==> config.mk <==
export PLATFORM = sky130hd
export DESIGN_NAME = display_timing_gen
export DESIGN_NICKNAME = d
export VERILOG_FILES = /design/src/rtl/display_timing_gen_pkg.sv /design/src/rtl/pix_tick_div.sv /design/src/rtl/display_timing_gen.sv
export SDC_FILE = /design/constraint.sdc
export NUM_CORES = 1
export LEC_CHECK = 0
export CAP_MARGIN = 5
export CORE_MARGIN = 5
export CORE_UTILIZATION = 57
export DETAILED_ROUTE_END_ITERATION = 10
export GPL_ROUTABILITY_DRIVEN = 0
export PLACE_DENSITY = 0.84
export SLEW_MARGIN = 20
export SYNTH_ARGS = -nofsm -noshare
export SYNTH_HDL_FRONTEND = slang
export SYNTH_HIERARCHICAL = 1
export SYNTH_SLANG_ARGS = --single-unit
==> constraint.sdc <==
create_clock -name clk -period 5.05 [get_ports clk]
set_clock_uncertainty 0.15 [all_clocks]
set_input_delay 0.7575 -clock clk [delete_from_list [all_inputs] [get_ports clk]]
set_output_delay 0.7575 -clock clk [all_outputs]
set_load 0.02 [all_outputs]
==> src/rtl/display_timing_gen_pkg.sv <==
// Shared video timing package.
// Holds the XGA and VGA raster constant sets, the coordinate width and the
// sync polarity encodings. Renderers import this package for their bounds so
// that every consumer agrees with the scan generator on screen geometry.
package display_timing_gen_pkg;

    // Coordinate width shared by every pixel consumer.
    localparam int unsigned CoordW    = 12;
    localparam int unsigned CoordMax  = 1 << CoordW;
    typedef logic [CoordW-1:0] coord_t;

    // Divider limits: 1..16 clk cycles per pixel fits a 4-bit counter.
    localparam int unsigned MaxClkDiv = 16;
    localparam int unsigned DivCntW   = 4;

    // Sync polarity: the value driven while the pulse is active.
    localparam logic SyncActiveLow  = 1'b0;
    localparam logic SyncActiveHigh = 1'b1;

    // XGA 1024x768@60 (65 MHz pixel clock).
    localparam int unsigned XgaHActive = 1024;
    localparam int unsigned XgaHFp     = 24;
    localparam int unsigned XgaHSync   = 136;
    localparam int unsigned XgaHBp     = 160;
    localparam int unsigned XgaHTotal  = XgaHActive + XgaHFp + XgaHSync + XgaHBp;
    localparam int unsigned XgaVActive = 768;
    localparam int unsigned XgaVFp     = 3;
    localparam int unsigned XgaVSync   = 6;
    localparam int unsigned XgaVBp     = 29;
    localparam int unsigned XgaVTotal  = XgaVActive + XgaVFp + XgaVSync + XgaVBp;

    // VGA 640x480@60 (25.175 MHz pixel clock).
    localparam int unsigned VgaHActive = 640;
    localparam int unsigned VgaHFp     = 16;
    localparam int unsigned VgaHSync   = 96;
    localparam int unsigned VgaHBp     = 48;
    localparam int unsigned VgaHTotal  = VgaHActive + VgaHFp + VgaHSync + VgaHBp;
    localparam int unsigned VgaVActive = 480;
    localparam int unsigned VgaVFp     = 10;
    localparam int unsigned VgaVSync   = 2;
    localparam int unsigned VgaVBp     = 33;
    localparam int unsigned VgaVTotal  = VgaVActive + VgaVFp + VgaVSync + VgaVBp;

    // Inclusive window test; an inclusive upper bound keeps every limit
    // representable in CoordW bits even when a total reaches CoordMax.
    function automatic logic in_window(coord_t v, coord_t first, coord_t last);
        return (v >= first) && (v <= last);
    endfunction

endpackage

==> src/rtl/pix_tick_div.sv <==
// Pixel tick divider.
// Produces a one-clk pixel enable every CLK_DIV clock cycles so the scan
// generator can run from a system clock faster than the pixel rate.
//   clk_i    : clock, rising edge
//   rst_ni   : asynchronous active-low reset
//   pix_en_o : high on the clk edges where the pixel counters advance
module pix_tick_div
    import display_timing_gen_pkg::*;
#(
    parameter int unsigned CLK_DIV = 1
) (
    input  logic clk_i,
    input  logic rst_ni,
    output logic pix_en_o
);

    localparam logic [DivCntW-1:0] LastCnt = DivCntW'(CLK_DIV - 1);

    logic [DivCntW-1:0] div_cnt_q, div_cnt_d;

    always_comb begin
        div_cnt_d = (div_cnt_q == LastCnt) ? '0 : div_cnt_q + 1'b1;
    end

    always_ff @(posedge clk_i or negedge rst_ni) begin
        if (!rst_ni) begin
            div_cnt_q <= '0;
        end else begin
            div_cnt_q <= div_cnt_d;
        end
    end

    // With CLK_DIV=1 LastCnt is 0, so the enable is constantly high.
    assign pix_en_o = (div_cnt_q == LastCnt);

endmodule

==> src/rtl/display_timing_gen.sv <==
// Raster scan timing generator.
// Produces the pixel coordinates, sync pulses and active-video flag sampled by
// every pixel consumer in the video path. Defaults to XGA 1024x768@60.
//   clk          : clock, rising edge
//   reset        : asynchronous active-low reset
//   pix_en       : pixel tick; counters advance on edges where it is high
//   pixel_column : horizontal count, 0..H_TOTAL-1 (blanking included)
//   pixel_row    : vertical count, 0..V_TOTAL-1 (blanking included)
//   video_on     : inside the visible area
//   horiz_sync   : horizontal sync, active level SYNC_POL
//   vert_sync    : vertical sync, active level SYNC_POL
//   line_start   : one-clk pulse after column 0 is loaded
//   frame_start  : one-clk pulse after (0,0) is loaded
module display_timing_gen
    import display_timing_gen_pkg::*;
#(
    parameter int unsigned H_ACTIVE = XgaHActive,
    parameter int unsigned H_FP     = XgaHFp,
    parameter int unsigned H_SYNC   = XgaHSync,
    parameter int unsigned H_BP     = XgaHBp,
    parameter int unsigned V_ACTIVE = XgaVActive,
    parameter int unsigned V_FP     = XgaVFp,
    parameter int unsigned V_SYNC   = XgaVSync,
    parameter int unsigned V_BP     = XgaVBp,
    parameter logic        SYNC_POL = SyncActiveLow,
    parameter int unsigned CLK_DIV  = 1
) (
    input  logic              clk,
    input  logic              reset,
    output logic              pix_en,
    output logic [CoordW-1:0] pixel_column,
    output logic [CoordW-1:0] pixel_row,
    output logic              video_on,
    output logic              horiz_sync,
    output logic              vert_sync,
    output logic              line_start,
    output logic              frame_start
);

    localparam int unsigned H_TOTAL = H_ACTIVE + H_FP + H_SYNC + H_BP;
    localparam int unsigned V_TOTAL = V_ACTIVE + V_FP + V_SYNC + V_BP;

    if (CLK_DIV < 1 || CLK_DIV > MaxClkDiv) begin : g_bad_clk_div
        $error("display_timing_gen: CLK_DIV must be within 1..16");
    end
    if (H_TOTAL > CoordMax || V_TOTAL > CoordMax) begin : g_bad_total
        $error("display_timing_gen: H_TOTAL and V_TOTAL must not exceed 4096");
    end
    if (H_ACTIVE == 0 || V_ACTIVE == 0) begin : g_bad_active
        $error("display_timing_gen: active area must be non-empty");
    end

    // All bounds are inclusive 12-bit values.
    localparam coord_t HLast      = coord_t'(H_TOTAL - 1);
    localparam coord_t VLast      = coord_t'(V_TOTAL - 1);
    localparam coord_t HActLast   = coord_t'(H_ACTIVE - 1);
    localparam coord_t VActLast   = coord_t'(V_ACTIVE - 1);
    localparam coord_t HSyncFirst = coord_t'(H_ACTIVE + H_FP);
    localparam coord_t HSyncLast  = coord_t'(H_ACTIVE + H_FP + H_SYNC - 1);
    localparam coord_t VSyncFirst = coord_t'(V_ACTIVE + V_FP);
    localparam coord_t VSyncLast  = coord_t'(V_ACTIVE + V_FP + V_SYNC - 1);

    coord_t col_q, col_d;
    coord_t row_q, row_d;
    logic   video_on_q, video_on_d;
    logic   hsync_q, hsync_d;
    logic   vsync_q, vsync_d;
    logic   line_start_q, line_start_d;
    logic   frame_start_q, frame_start_d;

    pix_tick_div #(
        .CLK_DIV (CLK_DIV)
    ) u_pix_tick_div (
        .clk_i    (clk),
        .rst_ni   (reset),
        .pix_en_o (pix_en)
    );

    always_comb begin
        col_d = col_q;
        row_d = row_q;
        if (pix_en) begin
            if (col_q == HLast) begin
                col_d = '0;
                row_d = (row_q == VLast) ? '0 : row_q + 1'b1;
            end else begin
                col_d = col_q + 1'b1;
            end
        end

        // Decoded from the next coordinates so they line up with the
        // counter registers that load in the same edge.
        video_on_d    = (col_d <= HActLast) && (row_d <= VActLast);
        hsync_d       = in_window(col_d, HSyncFirst, HSyncLast) ? SYNC_POL : ~SYNC_POL;
        vsync_d       = in_window(row_d, VSyncFirst, VSyncLast) ? SYNC_POL : ~SYNC_POL;

        // Pulses only on a pixel tick, so they stay one clk wide for any CLK_DIV.
        line_start_d  = pix_en && (col_d == '0);
        frame_start_d = line_start_d && (row_d == '0);
    end

    always_ff @(posedge clk or negedge reset) begin
        if (!reset) begin
            col_q         <= HLast;
            row_q         <= VLast;
            video_on_q    <= 1'b0;
            hsync_q       <= ~SYNC_POL;
            vsync_q       <= ~SYNC_POL;
            line_start_q  <= 1'b0;
            frame_start_q <= 1'b0;
        end else begin
            line_start_q  <= line_start_d;
            frame_start_q <= frame_start_d;
            // Counters and level decodes hold between pixel ticks.
            if (pix_en) begin
                col_q      <= col_d;
                row_q      <= row_d;
                video_on_q <= video_on_d;
                hsync_q    <= hsync_d;
                vsync_q    <= vsync_d;
            end
        end
    end

    assign pixel_column = col_q;
    assign pixel_row    = row_q;
    assign video_on     = video_on_q;
    assign horiz_sync   = hsync_q;
    assign vert_sync    = vsync_q;
    assign line_start   = line_start_q;
    assign frame_start  = frame_start_q;

endmodule

After elaboration in Yosys (flattened, before gate mapping):

Index checks and enable logic that the tools add are counted.

* flip-flop bits (word level): 33
* word-level logic and storage cells: 35
* output and inout bits: 30

* equality and inequality tests: 2
* add/sub/neg operators: 3
* reductions and logical operators: 8
* muxes and demuxes: 8
* $lt $le $gt $ge: 6

Operators with widths (count)
* two-way mux 12 bit: 5
* <= comparator 12 x 10 -> 1 bit (second input constant): 3
* adder 12 x 1 -> 12 bit (second input constant): 2
* zero test 12 bit: 2
* equality test 12 x 10 -> 1 bit (second input constant): 1
* equality test 12 x 11 -> 1 bit (second input constant): 1
* greater-or-equal comparator 12 x 10 -> 1 bit (second input constant): 1
* greater-or-equal comparator 12 x 11 -> 1 bit (second input constant): 1
* <= comparator 12 x 11 -> 1 bit (second input constant): 1
* logical AND 1 bit: 5
* adder 4 x 1 -> 4 bit (second input constant): 1
* zero test 4 bit: 1
* two-way mux 4 bit: 1
* two-way mux 1 bit: 2

Depth between registers and ports, before layout:

* word-level depth: 7
* mapped depth: 11
* mapped depth without buffers: 9

By module:

Netlist, hierarchy kept.

By module, submodules not included
* display_timing_gen: area an instance 1795.5 sq um, cells an instance 182, instances 1, seq. area each 744.5 sq um
* pix_tick_div: area an instance 191.4 sq um, cells an instance 16, instances 1, seq. area each 100.1 sq um

Worst setup path after synthesis:

No wires, ideal clock.

* path kind: register to register
* start: reg u_pix_tick_div.div_cnt_q[0]
* end: reg vsync_q, in the netlist vert_sync
* data arrival time: 2.951 ns
* clock period less this slack: 3.185 ns
* cell stages (with the launch flop): 11
* library setup time: 0.083 ns
* setup slack: 1.865 ns
* cells stage by stage: dfrtp_1 > inv_1 > ha_1 > nor3b_2 > buf_4 > nand2_1 > nor4_4 > and3_1 > a31oi_1 > or4_4 > o32a_1

* word-level cells in the longest chain between the ends: 5
* elaborated cells between the ends (all ways): 6
* those cells by class: order compare: 2; mux: 2; reduce/logical: 2

RTL lines
* from (decl): RTL line pix_tick_div.sv:19 `logic [DivCntW-1:0] div_cnt_q, div_cnt_d;`
* from (signal assigned): RTL line pix_tick_div.sv:29 `div_cnt_q <= div_cnt_d;`
* zero test 4 bit *: RTL line pix_tick_div.sv:34 `assign pix_en_o = (div_cnt_q == LastCnt);`
* net pix_en: RTL line display_timing_gen.sv:30 `output logic pix_en,`
* two-way mux 12 bit: RTL line display_timing_gen.sv:82 `if (pix_en) begin`
* greater-or-equal comparator 12 x 10 -> 1 bit or <= comparator 12 x 10 -> 1 bit (tied branches): RTL line display_timing_gen_pkg.sv:47 `return (v >= first) && (v <= last);`
* logical AND 1 bit: RTL line display_timing_gen_pkg.sv:47
* two-way mux 1 bit: RTL line display_timing_gen.sv:95 `vsync_d = in_window(row_d, VSyncFirst, VSyncLast) ? SYNC_POL : ~SYNC_POL;`
* to (signal assigned): RTL line display_timing_gen.sv:108 `vsync_q <= ~SYNC_POL;`
* to (signal assigned): RTL line display_timing_gen.sv:120 `vsync_q <= vsync_d;`
* to (decl): RTL line display_timing_gen.sv:67 `logic vsync_q, vsync_d;`

The timed path passes the listed nets; every way through them passes the cells marked *.
A chain may end at the register's enable or synchronous reset.

Worst setup path after layout:

* start: reg u_pix_tick_div.div_cnt_q[0]
* end: reg vsync_q, in the netlist vert_sync

* word-level cells in the longest chain between the ends: 5
* elaborated cells between the ends (all ways): 6
* those cells by class: order compare: 2; mux: 2; reduce/logical: 2

RTL lines (RTL line)
* zero test 4 bit *: pix_tick_div.sv:34
* two-way mux 12 bit: display_timing_gen.sv:82
* greater-or-equal comparator 12 x 10 -> 1 bit or <= comparator 12 x 10 -> 1 bit (tied branches): display_timing_gen_pkg.sv:47
* logical AND 1 bit: display_timing_gen_pkg.sv:47
* two-way mux 1 bit: display_timing_gen.sv:95

Mark *: on every way between the ends. The rest lies on a longest branch, timed or not.

==> results.json <==
{
  "status": "complete, no violations",
  "cts-root-buf": "clkbuf_4",
  "drive_above_1_share_pct": 16.4,
  "layout_common_cells": "clkdlybuf4s50_1 (31), dfrtp_1 (18), dfstp_2 (15)",
  "maxCapViolCount": 0,
  "syn_area_per_cell_sq_um": 10.0,
  "cts_sinks": 33,
  "row_count": 21,
  "routed_via_density": 6.23,
  "fill_cells": 255,
  "post-route-min-period_ps": 3280,
  "crit_type": "flop to flop",
  "gr-total-overflow": 0,
  "diodes": 0,
  "finalCritPeriodShare_pct": 65.0,
  "rsz0062_at_grt": "no",
  "worst_slew_pin_slew_ps": 769,
  "ys.flop_type": "dfrtp_1",
  "synth_area_leaders": "dfrtp_1 (23%), dfstp_2 (20%), xnor2_1 (3.5%)",
  "p_leak_nw": 0.981,
  "end_kind": "flop",
  "syn-cell-area_sq_um": 1990,
  "ant_nets": 0,
  "syn_inst": 198,
  "grt_max_degree": 34,
  "met3_usage_pct": 5.23,
  "dr.pass1.iters": 5,
  "fin_nets": 238,
  "track_usage_pct": 19.7,
  "met2_usage_pct": 32.9,
  "syn_nets": 205,
  "power.total_uw": 431,
  "first_iter_violations": 145,
  "crit_fanout": 20,
  "yosysWarnings": 6,
  "start_util_pct": 59.1,
  "finalMaxSlewViolations": 0,
  "numPortBuffers": 31,
  "hold_path.class": "flop to flop",
  "wl_per_cell_um": 17.0,
  "fp.dieW_um": 69.0,
  "hold_viol": 0,
  "ys_types": 57,
  "synth_edf_count": 0,
  "ys_ff_latch": 33,
  "cts_buffers": 5,
  "cts-htree-levels": 2,
  "synth_top_area_share_pct": 22.7,
  "remaining_drc_errors": 0,
  "relSlewSlack_pct": 48.3,
  "clkLatencyLatePin_ps": 350,
  "top_usage_layer": "met2",
  "wl_mm": 4.71,
  "cts_setup_buffers": 0,
  "crit_required_ps": 5190,
  "cp.arrival_ps": 3430,
  "ys_seq_area_share_pct": 42.5,
  "setup_tns_ps": 0,
  "power_density_nw_per_um2": 181,
  "post_cts_resize_count": 0,
  "multi_input_area_sq_um": 1040,
  "setup_violations": 0,
  "grt_pass1_wl_mm": 7.58,
  "cts_tree": "done",
  "final_common_cell": "clkdlybuf4s50_1",
  "synth.largest_area_cell": "dfrtp_1",
  "path_clk_slew_ps": 120,
  "die_h_um": 69.0,
  "clk_path_buf_depth": 2,
  "hold_buffers": 0,
  "synth-async-reset-ratio_pct": 100,
  "hpwl_mm": 3.38,
  "start_kind": "flop",
  "pin_count": 32,
  "area_growth_pct": 19.7,
  "via_count": 1733,
  "clock.fmax_ghz": 0.304,
  "grtUsageMet1_pct": 24.0,
  "antenna_found_initial": 0,
  "grt_pass1_vias": 1592,
  "regArea_sq_um": 845,
  "final_core_util_pct": 70.7,
  "dieArea_sq_um": 4770,
  "core_area_sq_um": 3360,
  "timing.hold.ws_ps": 348,
  "vdd_ir_drop_max_uv": 189
}
## area by class of cell
cell class,count,share of cell area [%]
multi-input combinational,144,43.7
sequential,33,35.5
timing repair buffer,33,13.7
clock buffer,8,2.47
tap,46,2.42
inverter,14,2.21
## per-stage QoR
step	instances	instance area, sq um	setup WS [ps]
finish	278	2380	1770
global route	278	2380	1650
CTS	278	2380	1800
detailed placement	270	2320	1820
global placement	270	2320	1970
floorplan	198	1990	1870
## registers in the layout (all words and copies together), names as in the netlist
register,flops
pixel_column,12
pixel_row,12
u_pix_tick_div/div_cnt_q,4
frame_start,1
horiz_sync,1
line_start,1
vert_sync,1
video_on,1
## cells in the mapped netlist, drive strengths merged, types with 3 or more instances
library cell	n
a21oi	3
a31oi	5
and3	3
and4	5
buf	4
dfrtp	18
dfstp	15
ha	5
inv	14
nand2	9
nand2b	6
nand3	7
nand4	12
nor2	10
nor2b	3
nor3	4
nor4	6
o21ai	12
o41ai	3
or3	6
xnor2	8
xor2	3
## critical path, stage by stage, from the launching register on
cell     delay (ps)
dfrtp_1         420
inv_1            80
ha_1            160
nor3b_2         160
buf_4           240
nand2_1         200
nor4_4          530
and3_1          280
a31oi_1         120
or4_4           540
o32a_1          360
## per-layer routing
metal	up-vias	wire [um]	share of wire, %
li1	808	-	-
met1	834	2040	43
met2	79	2280	48
met3	12	312	6.6
met4	0	87	1.8
met5	-	0	0
## cells by family (layout without fill, tap and decap cells)
group           Yosys count  count (layout)  share of synthesized area, %
buf+inv                  21              55                          5.16
xor+xnor                 11              11                          4.85
flops                    33              33                          42.5
fa+ha+maj                 5               5                          3.15
compound gates           39              39                          14.1
simple gates             88              88                          29.7
mux                       1               1                         0.504
## path summary, 6_finish.rpt
check                                                      start                                     to  slack [ps]  depth (start not counted)
setup / recovery           u_pix_tick_div/div_cnt_q[0]$_DFF_PN0_                  vert_sync$_DFFE_PN1P_        1770                         10
hold / removal             u_pix_tick_div/div_cnt_q[0]$_DFF_PN0_  u_pix_tick_div/div_cnt_q[0]$_DFF_PN0_         350                          1
setup reg to reg           u_pix_tick_div/div_cnt_q[0]$_DFF_PN0_                  vert_sync$_DFFE_PN1P_        1770                         10
hold reg to reg            u_pix_tick_div/div_cnt_q[0]$_DFF_PN0_  u_pix_tick_div/div_cnt_q[0]$_DFF_PN0_         350                          1
max in group asynchronous                                  reset            pixel_column[0]$_DFFE_PN1P_        3750                          2
min in group asynchronous                                  reset               pixel_row[4]$_DFFE_PN0P_         640                          2
## report_power, final
part,switching [mW],total (mW),internal [mW]
Clock,0.0919,0.161,0.0687
Sequential,0,0.265,0.265
Combinational,0.00492,0.00611,0.00118
Total,0.0968,0.431,0.335
(Power assumes the default switching activity.)
